**src/rtl/bp_lce_req_queue.sv**
```systemverilog
// Queued LCE request issuer: buffers cache miss/uncached requests, emits BedRock LCE
// request headers and data beats under a credit limit. Optional stats: BP_LCE_REQ_STATS_EN.
module bp_lce_req_queue
  #(parameter int paddr_width_p    = 40
  , parameter int lce_id_width_p   = 8
  , parameter int cce_id_width_p   = 6
  , parameter int num_cce_p        = 1
  , parameter int assoc_p          = 8
  , parameter int sets_p           = 64
  , parameter int block_width_p    = 512
  , parameter int fill_width_p     = 64
  , parameter int queue_els_p      = 2
  , parameter int credits_p        = 16
  , parameter bit non_excl_reads_p = 1'b0
  , localparam int lce_assoc_width_lp      = (assoc_p > 1) ? $clog2(assoc_p) : 1
  , localparam int cache_req_width_lp      = 4 + 4 + 3 + paddr_width_p + 64
  , localparam int lce_req_header_width_lp = 4 + 4 + paddr_width_p + 3 + cce_id_width_p
                                             + lce_id_width_p + lce_assoc_width_lp + 1
  )
  (input  logic                                clk_i
  , input  logic                               reset_n_i
  , input  logic [lce_id_width_p-1:0]          lce_id_i
  , input  logic                               cache_init_done_i
  , input  logic [cache_req_width_lp-1:0]      cache_req_i
  , input  logic [lce_assoc_width_lp-1:0]      cache_req_way_i
  , input  logic                               cache_req_v_i
  , output logic                               cache_req_ready_and_o
  , input  logic                               cache_req_complete_i
  , input  logic                               uc_store_req_complete_i
  , output logic                               credits_full_o
  , output logic                               credits_empty_o
  , output logic                               queue_empty_o
  , output logic [lce_req_header_width_lp-1:0] lce_req_header_o
  , output logic                               lce_req_header_v_o
  , input  logic                               lce_req_header_ready_and_i
  , output logic                               lce_req_has_data_o
  , output logic [fill_width_p-1:0]            lce_req_data_o
  , output logic                               lce_req_data_v_o
  , input  logic                               lce_req_data_ready_and_i
  , output logic                               lce_req_last_o
`ifdef BP_LCE_REQ_STATS_EN
  , output logic [31:0]                        stat_req_sent_o
  , output logic [31:0]                        stat_credit_stall_o
`endif
  );

  // cache_req_i packing (MSB..LSB): msg_type[4], subop[4], size[3], addr, data[64]
  // header packing (MSB..LSB): non_exclusive, lru_way_id, src_id, dst_id, size[3], addr, subop[4], msg_type[4]
  localparam logic [3:0] req_miss_store_lp = 4'd0;
  localparam logic [3:0] req_miss_load_lp  = 4'd1;
  localparam logic [3:0] req_uc_store_lp   = 4'd2;
  localparam logic [3:0] req_uc_load_lp    = 4'd3;
  localparam logic [3:0] req_uc_amo_lp     = 4'd4;

  localparam logic [3:0] lce_rd_miss_lp = 4'd0;
  localparam logic [3:0] lce_wr_miss_lp = 4'd1;
  localparam logic [3:0] lce_uc_rd_lp   = 4'd2;
  localparam logic [3:0] lce_uc_wr_lp   = 4'd3;
  localparam logic [3:0] lce_uc_amo_lp  = 4'd4;

  localparam int         block_offset_lp = $clog2(block_width_p / 8);
  localparam logic [2:0] block_size_lp   = 3'(block_offset_lp);
  localparam int         cce_sel_w_lp    = (num_cce_p > 1) ? $clog2(num_cce_p) : 1;
  localparam int         ptr_w_lp        = (queue_els_p > 1) ? $clog2(queue_els_p) : 1;
  localparam int         qcnt_w_lp       = $clog2(queue_els_p + 1);
  localparam int         cred_w_lp       = $clog2(credits_p + 1);
  localparam int         entry_w_lp      = lce_assoc_width_lp + cache_req_width_lp;

  if (fill_width_p < 8 || fill_width_p > block_width_p || (fill_width_p & (fill_width_p - 1)) != 0)
    begin : bad_fill_width
      $error("fill_width_p must be a power of 2 between 8 and block_width_p");
    end
  if (sets_p < 1 || queue_els_p < 1 || (queue_els_p & (queue_els_p - 1)) != 0 || credits_p < 1)
    begin : bad_geometry
      $error("sets_p, credits_p must be >= 1 and queue_els_p a power of 2");
    end

  typedef enum logic [1:0] {e_reset, e_ready, e_data} state_e;
  state_e state_r;

  function automatic logic [ptr_w_lp-1:0] next_ptr(input logic [ptr_w_lp-1:0] p);
    return (p == ptr_w_lp'(queue_els_p - 1)) ? '0 : p + ptr_w_lp'(1);
  endfunction

  function automatic logic [cce_id_width_p-1:0] addr_to_cce_id(input logic [paddr_width_p-1:0] a);
    if (num_cce_p > 1) return cce_id_width_p'(a[block_offset_lp +: cce_sel_w_lp]);
    else               return '0;
  endfunction

  // Cache AMO subops share encodings with BedRock amolr..amomaxu; anything else is a store
  function automatic logic [3:0] map_amo_subop(input logic [3:0] s);
    return (s >= 4'd1 && s <= 4'd11) ? s : 4'd0;
  endfunction

  // Request queue
  logic [entry_w_lp-1:0] mem_r [queue_els_p];
  logic [ptr_w_lp-1:0]   wr_ptr_r, rd_ptr_r;
  logic [qcnt_w_lp-1:0]  q_cnt_r;
  logic                  push, pop, q_full;

  assign q_full                = (q_cnt_r == qcnt_w_lp'(queue_els_p));
  assign queue_empty_o         = (q_cnt_r == '0);
  assign cache_req_ready_and_o = (state_r != e_reset) & ~q_full;
  assign push                  = cache_req_v_i & cache_req_ready_and_o;

  always_ff @(posedge clk_i) begin
    if (push) mem_r[wr_ptr_r] <= {cache_req_way_i, cache_req_i};
  end

  always_ff @(posedge clk_i or negedge reset_n_i) begin
    if (!reset_n_i) begin
      wr_ptr_r <= '0;
      rd_ptr_r <= '0;
      q_cnt_r  <= '0;
    end else begin
      if (push) wr_ptr_r <= next_ptr(wr_ptr_r);
      if (pop)  rd_ptr_r <= next_ptr(rd_ptr_r);
      if (push && !pop)      q_cnt_r <= q_cnt_r + qcnt_w_lp'(1);
      else if (pop && !push) q_cnt_r <= q_cnt_r - qcnt_w_lp'(1);
    end
  end

  // Head decode
  logic [entry_w_lp-1:0]         head;
  logic [lce_assoc_width_lp-1:0] head_way;
  logic [3:0]                    head_type, head_subop;
  logic [2:0]                    head_size;
  logic [paddr_width_p-1:0]      head_addr;
  logic [63:0]                   head_data;

  assign head       = mem_r[rd_ptr_r];
  assign head_data  = head[63:0];
  assign head_addr  = head[64 +: paddr_width_p];
  assign head_size  = head[64+paddr_width_p +: 3];
  assign head_subop = head[67+paddr_width_p +: 4];
  assign head_type  = head[71+paddr_width_p +: 4];
  assign head_way   = head[cache_req_width_lp +: lce_assoc_width_lp];

  logic [3:0]                    hdr_type, hdr_subop;
  logic [2:0]                    hdr_size;
  logic [paddr_width_p-1:0]      hdr_addr;
  logic [lce_assoc_width_lp-1:0] hdr_way;
  logic                          hdr_nonexcl, hdr_has_data;

  always_comb begin
    hdr_type     = lce_uc_rd_lp;
    hdr_subop    = 4'd0;
    hdr_size     = head_size;
    hdr_addr     = head_addr;
    hdr_way      = '0;
    hdr_nonexcl  = 1'b0;
    hdr_has_data = 1'b0;
    case (head_type)
      req_miss_load_lp, req_miss_store_lp: begin
        hdr_type    = (head_type == req_miss_load_lp) ? lce_rd_miss_lp : lce_wr_miss_lp;
        hdr_size    = block_size_lp;
        hdr_addr    = head_addr & ~paddr_width_p'(fill_width_p / 8 - 1);
        hdr_way     = head_way;
        hdr_nonexcl = (head_type == req_miss_load_lp) ? non_excl_reads_p : 1'b0;
      end
      req_uc_store_lp: begin
        hdr_type     = lce_uc_wr_lp;
        hdr_has_data = 1'b1;
      end
      req_uc_amo_lp: begin
        hdr_type     = lce_uc_amo_lp;
        hdr_subop    = map_amo_subop(head_subop);
        hdr_has_data = 1'b1;
      end
      default: hdr_type = lce_uc_rd_lp;
    endcase
  end

  // Beat count and selection
  int         n_beats, beat_idx;
  logic [2:0] beat_cnt_r, last_idx;
  logic [fill_width_p-1:0] beat_data;

  always_comb begin
    n_beats = (8 << head_size) / fill_width_p;
    if (n_beats < 1) n_beats = 1;
    last_idx = 3'(n_beats - 1);
  end

  if (fill_width_p >= 64) begin : g_rep
    assign beat_idx  = 0;
    assign beat_data = {(fill_width_p / 64){head_data}};
  end else begin : g_slice
    assign beat_idx  = int'(beat_cnt_r) % (64 / fill_width_p);
    assign beat_data = head_data[beat_idx*fill_width_p +: fill_width_p];
  end

  // Credits and handshakes
  logic [cred_w_lp-1:0] credit_cnt_r;
  logic                 hdr_hs, data_hs, data_last, ret_v;

  assign credits_full_o  = (credit_cnt_r == cred_w_lp'(credits_p));
  assign credits_empty_o = (credit_cnt_r == '0);
  assign ret_v           = cache_req_complete_i | uc_store_req_complete_i;

  assign lce_req_header_v_o = (state_r == e_ready) & ~queue_empty_o & ~credits_full_o;
  assign lce_req_data_v_o   = (state_r == e_data);
  assign hdr_hs             = lce_req_header_v_o & lce_req_header_ready_and_i;
  assign data_last          = (beat_cnt_r == last_idx);
  assign data_hs            = lce_req_data_v_o & lce_req_data_ready_and_i;
  assign pop                = (hdr_hs & ~hdr_has_data) | (data_hs & data_last);

  assign lce_req_header_o   = lce_req_header_v_o
    ? {hdr_nonexcl, hdr_way, lce_id_i, addr_to_cce_id(head_addr), hdr_size, hdr_addr, hdr_subop, hdr_type}
    : '0;
  assign lce_req_has_data_o = lce_req_header_v_o & hdr_has_data;
  assign lce_req_data_o     = lce_req_data_v_o ? beat_data : '0;
  assign lce_req_last_o     = (lce_req_header_v_o & ~hdr_has_data) | (lce_req_data_v_o & data_last);

  always_ff @(posedge clk_i or negedge reset_n_i) begin
    if (!reset_n_i) begin
      credit_cnt_r <= '0;
    end else if (hdr_hs && !ret_v) begin
      credit_cnt_r <= credit_cnt_r + cred_w_lp'(1);
    end else if (!hdr_hs && ret_v && credit_cnt_r != '0) begin
      credit_cnt_r <= credit_cnt_r - cred_w_lp'(1);
    end
  end

  always_ff @(posedge clk_i or negedge reset_n_i) begin
    if (!reset_n_i) begin
      state_r    <= e_reset;
      beat_cnt_r <= '0;
    end else begin
      case (state_r)
        e_reset: if (cache_init_done_i) state_r <= e_ready;
        e_ready: if (hdr_hs && hdr_has_data) begin
          state_r    <= e_data;
          beat_cnt_r <= '0;
        end
        e_data: if (data_hs) begin
          if (data_last) state_r <= e_ready;
          else           beat_cnt_r <= beat_cnt_r + 3'd1;
        end
        default: state_r <= e_reset;
      endcase
    end
  end

`ifdef BP_LCE_REQ_STATS_EN
  always_ff @(posedge clk_i or negedge reset_n_i) begin
    if (!reset_n_i) begin
      stat_req_sent_o     <= '0;
      stat_credit_stall_o <= '0;
    end else begin
      if (hdr_hs && stat_req_sent_o != '1)
        stat_req_sent_o <= stat_req_sent_o + 32'd1;
      if (!queue_empty_o && credits_full_o && stat_credit_stall_o != '1)
        stat_credit_stall_o <= stat_credit_stall_o + 32'd1;
    end
  end
`endif

`ifndef SYNTHESIS
  logic [3:0] in_type;
  logic [2:0] in_size;
  assign in_type = cache_req_i[71+paddr_width_p +: 4];
  assign in_size = cache_req_i[64+paddr_width_p +: 3];

  always_ff @(posedge clk_i) begin
    if (reset_n_i) begin
      assert (!(ret_v && !hdr_hs && credit_cnt_r == '0))
        else $error("credit return with no outstanding requests");
      assert (!(push && (in_type == req_uc_store_lp || in_type == req_uc_load_lp
                         || in_type == req_uc_amo_lp) && in_size > 3'd3))
        else $error("uncached request larger than 8 bytes");
    end
  end
`endif

endmodule

```
**config.mk**
```make
export PLATFORM = sky130hd
export DESIGN_NAME = bp_lce_req_queue
export DESIGN_NICKNAME = d
export VERILOG_FILES = /design/src/rtl/bp_lce_req_queue.sv
export SDC_FILE = /design/constraint.sdc
export NUM_CORES = 1
export LEC_CHECK = 0
export ABC_CLOCK_PERIOD_IN_PS = 7700
export CAP_MARGIN = 30
export CORE_MARGIN = 1
export CORE_UTILIZATION = 48
export CTS_CLUSTER_SIZE = 24
export DETAILED_ROUTE_END_ITERATION = 16
export GPL_TIMING_DRIVEN = 0
export PLACE_DENSITY = 0.8
export SETUP_SLACK_MARGIN = 0.2
export SLEW_MARGIN = 20
export SYNTH_ARGS = -nofsm -noshare
export SYNTH_HDL_FRONTEND = slang
export SYNTH_SLANG_ARGS = --single-unit
```
**constraint.sdc**
```tcl
create_clock -name clk_i -period 7.7 [get_ports clk_i]
set_input_delay 0.77 -clock clk_i [delete_from_list [all_inputs] [get_ports clk_i]]
set_output_delay 0.77 -clock clk_i [all_outputs]
set_load 0.02 [all_outputs]
```
==> impl_results.md, run 1 <==
- Min-delay worst type: reg2reg
- CTS buffer count: 26
- Critical path peak fanout: 10
- Critical Path Start Type: flop
- Placed wire-length estimate: 15.6 mm
- # Max-Cap Violations: 0
- Area delta synth->final: 40.4%
- Total negative setup slack: 0 ns
- Resize count post-CTS: 0
- Register area: 7440 um^2
- Fin nets: 1,082
- Worst skew pair latency: 0.53 ns
- Most frequent cells in the layout: clkdlybuf4s50_1 (266), edfxtp_1 (236), nor2_1 (121)
- Clk buf depth: 3
- H-tree levels: 1
- Crit path DAT: 3.21 ns
- Main flop type after synthesis: edfxtp_1
- Die ar.: 21,500 um^2
- Vias post-DR: 6,265
- Flops & latches, synth: 250
- Syn avg cell area: 15.9 um^2
- First-pass GRT wire length: 34.4 mm
- Cell area after synthesis: 10,100 um^2
- Setup CP Type: reg2out
- Top Ports: 275
- Post-synthesis instance total: 634
- Final setup fails: 0
- Commonest non-fill, non-tap cell in the layout: clkdlybuf4s50_1
- EDFF count, synth: 236
- Fmax: 251 MHz
- Relative slew margins: 49.0%
- Initial DRC count: 275
- CTS root buf: clkbuf_16
- Crit path capture type: output port
- Grt ovf: 0
- Die Width: 147 um
- Final Hold Viols: 0
- Main area contributors after synthesis: edfxtp_1 (70%), mux2i_1 (11%), nor2_1 (4.6%)
- Multi-input logic area: 2420 um^2
- Vias per cell: 5.09
- First drt pass iteration count: 5
- Placer Congestion: 0.778
- Final Instance Count excl. Fillers: 1,230
- Layout cell share with drive strength beyond 1: 8.23%
- Antenna diodes: 0
- Fin util: 69.3%
- Vias in the first global route: 6,527
- Cell total after placement: 1,184
- CTS tree: yes
- Async SR Flop Fraction: 5.60%
- Synth area leader: edfxtp_1
- Crit share post-route: 51.7%
- Num Clock Sinks: 250
- # fillers: 1,376
- Yosys warns: 0
- Netlist cell types: 57
- Core area: 20,400 um^2
- Leakage: 5.14 nW
- Pwr Density: 364 nW/um^2
- Final Max Tran Viols: 0
- Die H: 147 um
- Post-Route WL: 22.4 mm
- Peak VDD IR: 0.232 mV
- Hold_buf cts: 0
- Share of the synthesized area in the top cell type: 70.5%
- # rows: 52
- Worst slew pin tran: 0.766 ns
- Min Tclk post-route: 3.98 ns
- Detail Route Antenna Nets: 0
- Sequential-to-total area share from yosys stat: 74.0%
- Postcts setup bufs: 0
- Antenna violations before repair: 1
- Largest net degree at the start of global routing: 53
- Worst Clk Skew: 0.0121 ns
- Wirelength per Cell: 18.2 um
- Clock-pin slew on the worst setup and hold paths: 0.06 ns
- Initial core utilization: 49.4%
- Remaining DRCs: 0
- All-layer global routing usage: 20.8%
- Status: finished, final reports clean
- RSZ-0062 raised after global routing: no
- PortBufs: 266
- Critical path required time: 6.93 ns
cell type report:
cell class / count / area share, %
Sequential cell: 250 / 52.7
Timing Repair Buffer: 273 / 20.1
Multi-Input combinational cell: 344 / 17.2
Clock buffer: 33 / 4.79
Tap cell: 270 / 2.39
Buffer: 35 / 1.30
Clock inverter: 13 / 1.24
Inverter: 12 / 0.355
Yosys cell counts (2+ instances only):
cell and count:
ha_1 5, buf_2 9, a211oi_1 2, xnor2_1 8, o21a_1 2, and2_1 10
mux2_4 3, or3_1 2, nand2b_1 4, dfrtp_1 14, edfxtp_1 236, a21oi_1 8
nor4_2 2, inv_1 10, nor4_1 6, a21o_1 3, buf_1 2, mux2i_1 112
buf_4 9, nor3_1 7, nor2_1 122, clkbuf_1 14, nand2_1 7, xor2_1 3
o21ai_0 2
power breakdown:
group          total [W]  internal [W]  switching, W  leakage (nW)
registers        0.00194       0.00184     0.0000991          2.34
logic            0.00195      0.000872       0.00108          2.38
clock network    0.00124      0.000754      0.000491         0.413
total            0.00514       0.00347       0.00167          5.14
kinds of logic after synthesis:
group / after synthesis / synth area share, %
compound gates: 32 / 2.50
xor+xnor: 11 / 0.958
fa+ha+maj: 6 / 0.821
buf+inv: 47 / 2.33
flops: 250 / 74.0
mux: 116 / 11.7
other cells: 1 / 0.0373
simple gates: 171 / 7.69
sequential cells by signal, indices dropped and copies added, names as in the netlist:
| name | cells |
|---|---|
| rd_ptr_r | 1 |
| q_cnt_r | 2 |
| beat_cnt_r | 3 |
| wr_ptr_r | 1 |
| credit_cnt_r | 5 |
| mem_r | 236 |
| state_r | 2 |
critical path, stage by stage (launching register included):
cell,delay [ns]
dfrtp_1,0.32
buf_4,0.16
clkbuf_1,0.56
buf_2,0.35
buf_2,0.35
mux2i_1,0.12
nor2_1,0.17
clkdlybuf4s50_1,0.65
through the flow:
stage,total power (W),hold slack [ns],worst slack (ns),instance area (um^2)
6_report,0.00514,0.507,3.72,14100
3_3_place_gp,0.00391,0.476,-2.07,13100
5_1_grt,0.00539,0.538,3.52,14100
3_5_place_dp,0.00394,0.504,4.24,13300
2_1_floorplan,0.00316,0.461,1.12,10100
4_1_cts,0.00519,0.511,3.63,14100
worst paths after layout:
path	startpoint	end	slack, ns	depth (start not counted)
max in group asynchronous	reset_n_i	credit_cnt_r[1]$_DFFE_PN0P_	6.64	1
min reg2reg	q_cnt_r[1]$_DFFE_PN0P_	q_cnt_r[1]$_DFFE_PN0P_	0.51	1
max	rd_ptr_r$_DFFE_PN0P_	lce_req_data_o[44]	3.72	7
min in group asynchronous	reset_n_i	beat_cnt_r[0]$_DFFE_PN0P_	0.65	1
min	q_cnt_r[1]$_DFFE_PN0P_	q_cnt_r[1]$_DFFE_PN0P_	0.51	1
max reg2reg	credit_cnt_r[0]$_DFFE_PN0P_	credit_cnt_r[4]$_DFFE_PN0P_	4.75	13
metal layers:
| layer | global-route usage, % | up-vias | wire, um |
|---|---|---|---|
| met1 | 23.7 | 2990 | 8400 |
| li1 | - | 2958 | - |
| met2 | 36.3 | 270 | 11200 |
| met5 | 0 | - | 0 |
| met4 | 7.08 | 0 | 770 |
| met3 | 7.02 | 47 | 2040 |
Note: power is estimated with default switching activity, not from simulation.
==> inputs of run 2 (changes only) <==
--- a/config.mk
+++ b/config.mk
@@ -5,7 +5,7 @@
 export SDC_FILE = /design/constraint.sdc
 export NUM_CORES = 1
 export LEC_CHECK = 0
-export ABC_CLOCK_PERIOD_IN_PS = 7700
+export ABC_CLOCK_PERIOD_IN_PS = 3700
 export CAP_MARGIN = 30
 export CORE_MARGIN = 1
 export CORE_UTILIZATION = 48
==> constraint.sdc (replaced) <==
create_clock -name clk_i -period 3.7 [get_ports clk_i]
set_input_delay 0.37 -clock clk_i [delete_from_list [all_inputs] [get_ports clk_i]]
set_output_delay 0.37 -clock clk_i [all_outputs]
set_load 0.02 [all_outputs]
==> impl_results.md, run 2 (same netlist as run 1, synthesis figures left out) <==
- Status: finished, final reports clean
- Final Max Tran Viols: 0 (unchanged)
- Remaining DRCs: 0 (unchanged)
- Logic pwr share: 37.5% (-0.4 points)
- Num Clock Sinks: 250 (unchanged)
- Clk pwr share: 24.9% (+0.7 points)
- Top Registers: mem_r: 236 flops, credit_cnt_r: 5 flops, beat_cnt_r: 3 flops
- Critical Path Start Type: flop
- Setup CP Type: reg2out
- Die ar.: 21,500 um^2 (unchanged)
- First-pass GRT wire length: 34.7 mm (+0.74%)
- # rows: 52 (unchanged)
- Fmax: 299 MHz
- Worst r2r path cells: 13 (unchanged)
- Register area: 7440 um^2 (about the same)
- Pwr Total: 0.0108 W (+110%)
- DR WL met3: 2.11 mm (+3.5%)
- Clock-pin slew on the worst setup and hold paths: 0.06 ns (about the same)
- Final setup fails: 0 (unchanged)
- Antenna violations before repair: 0 (-1)
- Final Hold Viols: 0 (unchanged)
- Worst skew pair latency: 0.52 ns (about the same)
- Seq pwr share: 37.5% (-0.3 points)
- Crit path DAT: 2.97 ns (-0.24 ns)
- Commonest non-fill, non-tap cell in the layout: clkdlybuf4s50_1
- Layout cell share with drive strength beyond 1: 8.52% (+0.29 points)
- Reg with most FFs: mem_r
- Top Ports: 275 (unchanged)
- CTS root buf: clkbuf_16
- Reported net switching power: 0.00347 W (+110%)
- Peak VDD IR: 0.439 mV (+90%)
- Area delta synth->final: 41.0%
- Sw Share: 32.1% (-0.30 points)
- Most frequent cells in the layout: clkdlybuf4s50_1 (266), edfxtp_1 (236), nor2_1 (121)
- Initial core utilization: 49.4% (unchanged)
- Number of flip-flops in the largest register: 236 (unchanged)
- Clk buf depth: 3 (unchanged)
- Total negative setup slack: 0 ns (unchanged)
- Detail Route Antenna Nets: 0 (unchanged)
- All-layer global routing usage: 21.0% (+0.20 points)
- RSZ-0062 raised after global routing: no
- CTS buffer count: 26 (unchanged)
- Placer Congestion: 0.777 (-0.24%)
- Worst Clk Skew: 0.00933 ns (-0.00282 ns)
- Critical path required time: 3.33 ns (-3.60 ns)
- PortBufs: 266 (unchanged)
- Core area: 20,400 um^2 (unchanged)
- Crit path capture type: output port
- Grt ovf: 0 (unchanged)
- First drt pass iteration count: 4 (-1)
- # Max-Cap Violations: 0 (unchanged)
- Vias per cell: 5.07 (-0.37%)
- # fillers: 1,377 (+0.073%)
- Critical path peak fanout: 6 (-4)
- WL met2: 12.0 mm (+7.0%)
- H-tree levels: 1 (unchanged)
- Post-Route WL: 23.0 mm (+2.3%)
- Pwr Density: 763 nW/um^2 (+110%)
- Vias post-DR: 6,252 (-0.21%)
- Die Width: 147 um (unchanged)
- Placed wire-length estimate: 16.3 mm (+4.5%)
- WL met1: 8.18 mm (-2.7%)
- Wirelength per Cell: 18.6 um (+2.2%)
- Antenna diodes: 0 (unchanged)
- Int Pwr: 0.00734 W (+110%)
- Initial DRC count: 287 (+4.4%)
- Largest net degree at the start of global routing: 46 (-13%)
- Min-delay worst type: in2async
- Leakage: 5.16 nW (+0.39%)
- Fin nets: 1,082 (unchanged)
- Uppermost layer routed: met4
- Hold_buf cts: 0 (unchanged)
- Crit share post-route: 90.3%
- Relative slew margins: 50.5% (+1.6 points)
- CTS tree: yes
- Worst slew pin tran: 0.742 ns (-0.0236 ns)
- Multi-input logic area: 2450 um^2 (+0.93%)
- Die H: 147 um (unchanged)
- Min Tclk post-route: 3.34 ns
- Vias in the first global route: 6,597 (+1.1%)
-- run 2: worst max-delay path: stages (launching register included) --
cell and delay [ns]:
dfrtp_1 0.45, nor4_2 0.10, nand2_2 0.11, inv_2 0.04
or3_1 0.35, buf_6 0.16, inv_6 0.07, nand2_1 0.14
or2_1 0.28, nor2_1 0.10, clkdlybuf4s50_1 0.65
-- run 2: final timing paths --
kind	slack (ns)	start	endpoint
min in group clk_i	0.43	cache_req_i[109]	mem_r[1][109]$_DFFE_PP_
max in group asynchronous	2.95	reset_n_i	credit_cnt_r[0]$_DFFE_PN0P_
max reg2reg	0.84	credit_cnt_r[1]$_DFFE_PN0P_	credit_cnt_r[4]$_DFFE_PN0P_
min	0.27	reset_n_i	credit_cnt_r[4]$_DFFE_PN0P_
min reg2reg	0.49	q_cnt_r[1]$_DFFE_PN0P_	q_cnt_r[1]$_DFFE_PN0P_
max	0.36	credit_cnt_r[1]$_DFFE_PN0P_	lce_req_header_o[5]
-- run 2: per-layer routing --
layer	vias up	GRT usage, %
li1	2958	-
met1	2987	22.8
met2	256	38.3
met3	51	7.02
met4	0	6.51
met5	-	0
-- run 2: area by class of cell --
| type | count | share of cell area [%] |
|---|---|---|
| inverters | 12 | 0.353 |
| clock inverters | 13 | 1.31 |
| repair buffers | 273 | 20.0 |
| clock buffers | 35 | 4.98 |
| multi-input cells | 344 | 17.2 |
| well taps | 270 | 2.38 |
| flip-flops and latches | 250 | 52.4 |
| plain buffers | 35 | 1.31 |
-- run 2: power by group through the flow --
| stage | logic [W] | registers [W] | clock network, W |
|---|---|---|---|
| 4_1_cts | 0.00411 | 0.00405 | 0.00274 |
| 3_5_place_dp | 0.00409 | 0.00410 | 0 |
| 5_1_grt | 0.00437 | 0.00411 | 0.00285 |
| 6_report | 0.00406 | 0.00406 | 0.00270 |
| 3_3_place_gp | 0.00388 | 0.00413 | 0 |
| 2_1_floorplan | 0.00244 | 0.00408 | 0 |
-- run 2: through the flow --
step | utilization (%) | std cells | area, um^2 | hold slack, ns | worst slack, ns
after floorplan | - | 641 | 10100 | 0.0744 | 0.410
final | 69.6 | 1232 | 14200 | 0.269 | 0.359
after CTS | 69.5 | 1232 | 14200 | 0.264 | 0.245
after global placement | 64.3 | 1177 | 13100 | 0.479 | -0.483
after global routing | 69.6 | 1232 | 14200 | 0.308 | 0.203
after detailed placement | 65.1 | 1184 | 13300 | 0.483 | 0.594
-- run 2: repair_timing --
item | CTS | global route
pin swaps | 0 | 0
endpoints found under the setup margin | 59 | 45
gates resized for setup | 1 | 4
buffers inserted | 0 | 0
cloned | 0 | 0
